===== config.mk =====
export PLATFORM = sky130hd
export DESIGN_NAME = arcade_input_mapper
export DESIGN_NICKNAME = d
export VERILOG_FILES = /design/src/rtl/arcade_input_mapper.sv
export SDC_FILE = /design/constraint.sdc
export NUM_CORES = 1
export LEC_CHECK = 0
export BUFFER_PORTS_ARGS = -buffer_cell sky130_fd_sc_hd__buf_2
export CORE_UTILIZATION = 55
export CTS_BUF_LIST = sky130_fd_sc_hd__clkbuf_16
export DETAILED_ROUTE_END_ITERATION = 8
export PLACE_DENSITY = 0.78
export SLEW_MARGIN = 20
export SYNTH_ARGS = -nofsm -noshare
export SYNTH_HDL_FRONTEND = slang
export SYNTH_SLANG_ARGS = --single-unit

===== constraint.sdc =====
create_clock -name clk_sys -period 3.9 [get_ports clk_sys]
set_clock_uncertainty 0.05 [all_clocks]
set_input_delay 0.195 -clock clk_sys [delete_from_list [all_inputs] [get_ports clk_sys]]
set_output_delay 0.195 -clock clk_sys [all_outputs]
set_load 0.05 [all_outputs]

===== src/rtl/arcade_input_mapper.sv =====
// Keymap-driven keyboard decoder merged with joystick words, with a per-player
// coin pulse stretcher and a shared autofire phase applied on the registered output.
module arcade_input_mapper #(
  parameter int unsigned NUM_BTN      = 16,
  parameter int unsigned NUM_PLAYERS  = 2,
  parameter int unsigned MAP_DEPTH    = 16,
  parameter int unsigned COIN_IDX     = 7,
  parameter int unsigned COIN_PULSE   = 262144,
  parameter int unsigned AUTOFIRE_DIV = 1048576
) (
  input  logic                                           clk_sys,
  input  logic                                           reset_n,
  input  logic [64:0]                                    ps2_key,
  input  logic [NUM_PLAYERS*NUM_BTN-1:0]                 joy_in,
  input  logic                                           map_we,
  input  logic [$clog2(MAP_DEPTH)-1:0]                   map_addr,
  input  logic [$clog2(NUM_PLAYERS)+$clog2(NUM_BTN)+9:0] map_data,
  input  logic [NUM_BTN-1:0]                             af_mask,
  output logic [NUM_PLAYERS*NUM_BTN-1:0]                 btn_out,
  output logic                                           busy,
  output logic                                           overflow
);

  localparam int unsigned AW  = $clog2(MAP_DEPTH);
  localparam int unsigned PLW = $clog2(NUM_PLAYERS);
  localparam int unsigned BW  = $clog2(NUM_BTN);
  localparam int unsigned EW  = PLW + BW + 10;
  localparam int unsigned NB  = NUM_PLAYERS * NUM_BTN;
  localparam int unsigned KW  = (NB > 1) ? $clog2(NB) : 1;
  localparam int unsigned CW  = (COIN_PULSE > 1) ? $clog2(COIN_PULSE) : 1;
  localparam int unsigned AFW = (AUTOFIRE_DIV > 1) ? $clog2(AUTOFIRE_DIV) : 1;

  localparam logic [0:0] StIdle = 1'b0;
  localparam logic [0:0] StScan = 1'b1;

  logic          tog_q, tog_prev_q;
  logic [23:0]   key_q;
  logic          pause_q;
  logic          pend_valid_q, pend_valid_d;
  logic [8:0]    pend_code_q, pend_code_d;
  logic          pend_pressed_q, pend_pressed_d;
  logic [0:0]    state_q, state_d;
  logic [AW-1:0] idx_q, idx_d;
  logic [8:0]    act_code_q, act_code_d;
  logic          act_pressed_q, act_pressed_d;
  logic [NB-1:0] kbd_q, kbd_d;
  logic [EW-1:0] map_q [MAP_DEPTH];
  logic          overflow_q, overflow_d;
  logic [NB-1:0] raw_q, btn_q;
  logic [AFW-1:0] af_cnt_q, af_cnt_d, af_base_cnt;
  logic          af_ph_q, af_ph_d, af_base_ph;
  logic [CW-1:0] coin_cnt_q [NUM_PLAYERS];
  logic [CW-1:0] coin_cnt_d [NUM_PLAYERS];

  logic          evt_valid, evt_pressed, evt_ext, consume, pend_keep;
  logic [EW-1:0] ent;
  logic [2:0]    ent_player;
  logic [BW-1:0] ent_btn;
  logic [8:0]    ent_code;
  logic          ent_valid, hit;
  logic [KW-1:0] kbd_bit;

  logic [NUM_PLAYERS-1:0][NUM_BTN-1:0] raw, rise, btn_d;
  logic [NUM_BTN-1:0] coin_mask, af_en;
  logic               af_rise;

  // Event decode from the registered key word
  assign evt_valid   = (tog_q != tog_prev_q) && !pause_q;
  assign evt_pressed = key_q[15:8] != 8'hF0;
  assign evt_ext     = evt_pressed ? (key_q[15:8] == 8'hE0) : (key_q[23:16] == 8'hE0);
  assign consume     = (state_q == StIdle) && pend_valid_q;
  assign pend_keep   = pend_valid_q && !consume;

  assign ent       = map_q[idx_q];
  assign ent_btn   = ent[BW-1:0];
  assign ent_code  = ent[BW +: 9];
  assign ent_valid = ent[EW-1];

  if (PLW > 0) begin : g_player
    assign ent_player = 3'(ent[BW+9 +: PLW]);
  end else begin : g_no_player
    assign ent_player = 3'd0;
  end

  assign hit = (state_q == StScan) && ent_valid && (ent_code == act_code_q) &&
               (32'(ent_player) < NUM_PLAYERS) && (32'(ent_btn) < NUM_BTN);
  assign kbd_bit = KW'(32'(ent_player) * NUM_BTN + 32'(ent_btn));

  always_comb begin
    pend_valid_d   = pend_keep;
    pend_code_d    = pend_code_q;
    pend_pressed_d = pend_pressed_q;
    overflow_d     = overflow_q;
    if (evt_valid) begin
      if (pend_keep) begin
        overflow_d = 1'b1;
      end else begin
        pend_valid_d   = 1'b1;
        pend_code_d    = {evt_ext, key_q[7:0]};
        pend_pressed_d = evt_pressed;
      end
    end
  end

  always_comb begin
    state_d       = state_q;
    idx_d         = idx_q;
    act_code_d    = act_code_q;
    act_pressed_d = act_pressed_q;
    kbd_d         = kbd_q;
    if (state_q == StIdle) begin
      if (pend_valid_q) begin
        act_code_d    = pend_code_q;
        act_pressed_d = pend_pressed_q;
        idx_d         = '0;
        state_d       = StScan;
      end
    end else begin
      if (hit) kbd_d[kbd_bit] = act_pressed_q;
      idx_d = idx_q + AW'(1);
      if (idx_q == AW'(MAP_DEPTH - 1)) state_d = StIdle;
    end
  end

  // Output stage: autofire phase restarts high on any masked rising edge
  always_comb begin
    coin_mask           = '0;
    coin_mask[COIN_IDX] = 1'b1;
    af_en               = af_mask & ~coin_mask;
    raw                 = kbd_q | joy_in;
    rise                = raw & ~raw_q;
    af_rise             = 1'b0;
    for (int p = 0; p < int'(NUM_PLAYERS); p++) begin
      af_rise = af_rise | (|(rise[p] & af_en));
    end
    af_base_cnt = af_rise ? '0 : af_cnt_q;
    af_base_ph  = af_rise | af_ph_q;
    if (af_base_cnt == AFW'(AUTOFIRE_DIV - 1)) begin
      af_cnt_d = '0;
      af_ph_d  = ~af_base_ph;
    end else begin
      af_cnt_d = af_base_cnt + AFW'(1);
      af_ph_d  = af_base_ph;
    end
    for (int p = 0; p < int'(NUM_PLAYERS); p++) begin
      btn_d[p] = (raw[p] & ~af_en) | (raw[p] & af_en & {NUM_BTN{af_base_ph}});
      btn_d[p][COIN_IDX] = raw[p][COIN_IDX] | (coin_cnt_q[p] != '0);
      if (rise[p][COIN_IDX]) begin
        coin_cnt_d[p] = CW'(COIN_PULSE - 1);
      end else if (coin_cnt_q[p] != '0) begin
        coin_cnt_d[p] = coin_cnt_q[p] - CW'(1);
      end else begin
        coin_cnt_d[p] = '0;
      end
    end
  end

  always_ff @(posedge clk_sys or negedge reset_n) begin
    if (!reset_n) begin
      tog_q          <= 1'b0;
      tog_prev_q     <= 1'b0;
      key_q          <= '0;
      pause_q        <= 1'b0;
      pend_valid_q   <= 1'b0;
      pend_code_q    <= '0;
      pend_pressed_q <= 1'b0;
      state_q        <= StIdle;
      idx_q          <= '0;
      act_code_q     <= '0;
      act_pressed_q  <= 1'b0;
      kbd_q          <= '0;
      overflow_q     <= 1'b0;
      raw_q          <= '0;
      btn_q          <= '0;
      af_cnt_q       <= '0;
      af_ph_q        <= 1'b1;
      for (int i = 0; i < int'(MAP_DEPTH); i++) map_q[i] <= '0;
      for (int p = 0; p < int'(NUM_PLAYERS); p++) coin_cnt_q[p] <= '0;
    end else begin
      tog_q          <= ps2_key[64];
      tog_prev_q     <= tog_q;
      key_q          <= ps2_key[23:0];
      pause_q        <= ps2_key[63:24] != '0;
      pend_valid_q   <= pend_valid_d;
      pend_code_q    <= pend_code_d;
      pend_pressed_q <= pend_pressed_d;
      state_q        <= state_d;
      idx_q          <= idx_d;
      act_code_q     <= act_code_d;
      act_pressed_q  <= act_pressed_d;
      kbd_q          <= kbd_d;
      overflow_q     <= overflow_d;
      raw_q          <= raw;
      btn_q          <= btn_d;
      af_cnt_q       <= af_cnt_d;
      af_ph_q        <= af_ph_d;
      if (map_we) map_q[map_addr] <= map_data;
      for (int p = 0; p < int'(NUM_PLAYERS); p++) coin_cnt_q[p] <= coin_cnt_d[p];
    end
  end

  assign btn_out  = btn_q;
  assign busy     = (state_q == StScan);
  assign overflow = overflow_q;

endmodule


==> reports/summary.txt <==
Share of synthesized flip-flops with an asynchronous set or reset: 100%
CTS sink count: 447
Die Ht: 191 µm
GR Overflow Total: 0
Reg2Reg Depth: 9
Worst-Margin Slew: 1.14 ns
Yosys cell types: 64
Fmax: 0.275 GHz
Clock Tree Root: clkbuf_16
CTS H-tree lvls: 2
Final hold vios: 0
Antenna Violating Nets Remaining: 0
CP Max Fanout: 13
Crit path cell chain: nor2b_1 > a221oi_1 > buf_4 > mux2i_1 > a2111oi_1 > buf_4 > nand4_1 > nor3_1 > mux2_2
Core area: 34,800 µm²
Synth area leaders: dfrtp_1 57%, mux2_2 17%, mux4_2 3.4%, mux2i_1 2.0%, mux4_1 1.7%
Top-level port count: 169
Clock tree buffer depth: 3
Routed WL per cell: 21.6 µm
Final setup violation count: 0
Worst VDD drop: 0.313 mV
Pins over their slew limit: 0
Max-cap violations: 0
Hold Path Cell Cnt: 2
Die area: 36,400 µm²
First-pass DRT Iterations: 5
Slowest stage delay, CP: 0.74 ns
Post-synth EDFFs: 0
Cell taking the most area after synthesis: dfrtp_1
Critical path arrival: 4.02 ns
Fin crit period: 3.64 ns
Post-synthesis sequential area ratio: 57.0%
Total Routing Usage GR: 27.0%
Clock Latency Late Sink: 0.56 ns
CTS buffer count: 47
Total power: 11,300 µW
# nets final: 1,887
Final critical-path share of the clock period: 93.2%
Post-DP Area: 21,000 µm²
Register area: 11,200 µm²
Footprint of the multi-input gates: 7860 µm²
Initial antenna violation count: 2
CP bufs+invs: 2
CTS tree: built
Design area: 23,400 µm²
First-pass GRT wire length: 75,600 µm
Die Span X: 191 µm
Syn avg cell area: 13.3 µm²
Worst setup EP type: register
Final non-filler cell total: 2,236
Critical hold path startpoint: map_data[14]
Critical Path Slowest Stage Cell: dfrtp_1
DP Worst Slack: 0.0938 ns
Worst setup path start: idx_q[3]$_DFFE_PN0P_
RR Endpoint: kbd_q[1]$_DFFE_PN0P_
Status: finished clean
Final WL: 48,300 µm
Fin util: 67.2%
Syn Nets: 1,613
Reg2reg setup slack: 0.26 ns
Layout cells sized above 1: 34.8%
Pin count of the biggest net entering global routing: 132
Vias in the first global route: 13.8k
Initial Util: 56.4%
Final worst slack: 0.265 ns
DP HPWL: 29,000 µm
Main synth FF type: dfrtp_1
Placed Cells: 2,062
GP Congestion: 0.818
FF+latch count, synth: 447
Crit path max-delay family: compound AO/OA/AOI/OAI gates
WS Path Type: register to register
Top-count cell post-synth: dfrtp_1
Mapped Cells: 1,474
Leakage: 0.0102 µW
Initial DRC Count: 880
DRC Markers: 0
FP Rows: 68
Type of origin of the critical path: register
Cell area after synthesis: 19,600 µm²
Via density: 5.85
Worst Path Required: 4.29 ns
Top cells by count, synth: 446 x dfrtp_1, 294 x mux2_2, 87 x nor2_1
Port bufs: 167
Yosys top cell area share: 56.9%
Vias: 13.1k
Crit Reg-Reg Startpoint: idx_q[3]$_DFFE_PN0P_
Number of fill cells: 2,314
Most Frequent Cell on Critical Path: buf_4
Min-delay worst type: input pin to register
Synth warnings: 0
Worst slew margin: 24.0%
Reg clk slew, reported paths: 0.06 ns
Hold Path Sink: map_q[224]$_DFFE_PN0P_
Area Overhead vs Synth: 19.1%
Pwr per Cell Area: 483 nW/µm²
-- final cells by class --
class	instances	area share, %
clock buffer	49	5.25
clock inverter	32	0.605
tap	455	2.44
sequential	447	47.9
timing repair buffer	303	9.37
multi-input combinational	897	33.6
antenna	1	0.0107
inverter	52	0.835
-- registers in the layout, indices dropped and copies added (netlist names), 4 cells and up --
register / count
map_q: 240
key_q: 24
idx_q: 4
coin_cnt_q: 36
pend_code_q: 9
act_code_q: 9
btn_out: 32
kbd_q: 32
raw_q: 32
af_cnt_q: 20
-- how the worst max path moves through the flow --
stage | to | slack (ns) | depth (start not counted)
floorplan | af_cnt_q[11]$_DFF_PN0_ | 0.58 | 15
global placement | kbd_q[12]$_DFFE_PN0P_ | 0.24 | 9
detailed placement | kbd_q[1]$_DFFE_PN0P_ | 0.09 | 9
CTS | kbd_q[1]$_DFFE_PN0P_ | 0.06 | 9
global route | kbd_q[1]$_DFFE_PN0P_ | -0.01 | 9
finish | kbd_q[1]$_DFFE_PN0P_ | 0.26 | 9
-- metrics by stage --
| step | hold slack, ns | setup TNS [ns] |
|---|---|---|
| 6_report | 0.0333 | 0 |
| 5_1_grt | 0.0566 | -0.0131 |
| 4_1_cts | 0.0142 | 0 |
| 3_5_place_dp | 0.254 | 0 |
| 3_3_place_gp | 0.255 | 0 |
| 2_1_floorplan | -0.151 | 0 |
-- what timing repair did --
action / CTS / global route
hold endpoints to repair: 213 / 0
hold buffers: 91 / 0
setup endpoints to repair: 0 / 25
gates resized for setup: 0 / 4
setup buffers: 0 / 1
-- placed cells by master, fill, tap and decap left out, types with 5 or more instances in the layout --
master,instances
mux4_2,30
clkinv_2,8
or3_1,12
nand2b_1,17
nor4_1,18
a221oi_1,5
nor2b_1,10
nor2_1,86
clkinv_1,12
clkbuf_16,49
dfrtp_1,444
xnor2_1,28
o22ai_1,12
a21oi_1,39
buf_4,38
nor3_1,36
o21ai_0,45
mux2i_1,39
mux2_2,294
nand3_1,21
mux2_1,10
or2_2,5
inv_1,61
xor2_1,27
nand2_1,50
buf_12,6
nor3b_1,12
mux4_1,13
or4_1,7
dlygate4sd3_1,91
nand4_1,14
a22oi_1,8
and3_1,8
buf_2,166
-- layer usage --
layer  share of wire, %  GRT usage (%)
met3                5.3           4.82
met2                 51           46.0
met5              0.035              0
met4                3.2           10.1
met1                 41           34.3
-- logic make-up after synthesis --
family / share of synthesized area (%)
mux: 24.6
buf+inv: 3.05
xor+xnor: 2.46
compound gates: 4.07
fa+ha+maj: 0.255
flops: 57.0
simple gates: 8.52
-- worst register-to-register path, delay by kind of cell, from the launching register on --
family	cells	cell delay [ns]
AOI/OAI and AO/OA	2	0.91
muxes	2	0.48
and+or+nand+nor	3	0.91
DFF	1	0.74
buffers and inverters	2	0.42
-- where the power goes --
group,switching (µW),total (µW),internal [µW]
registers,323,5620,5300
logic,741,1630,892
clock network,1780,4030,2250
Power figures use the tool's default switching activity.
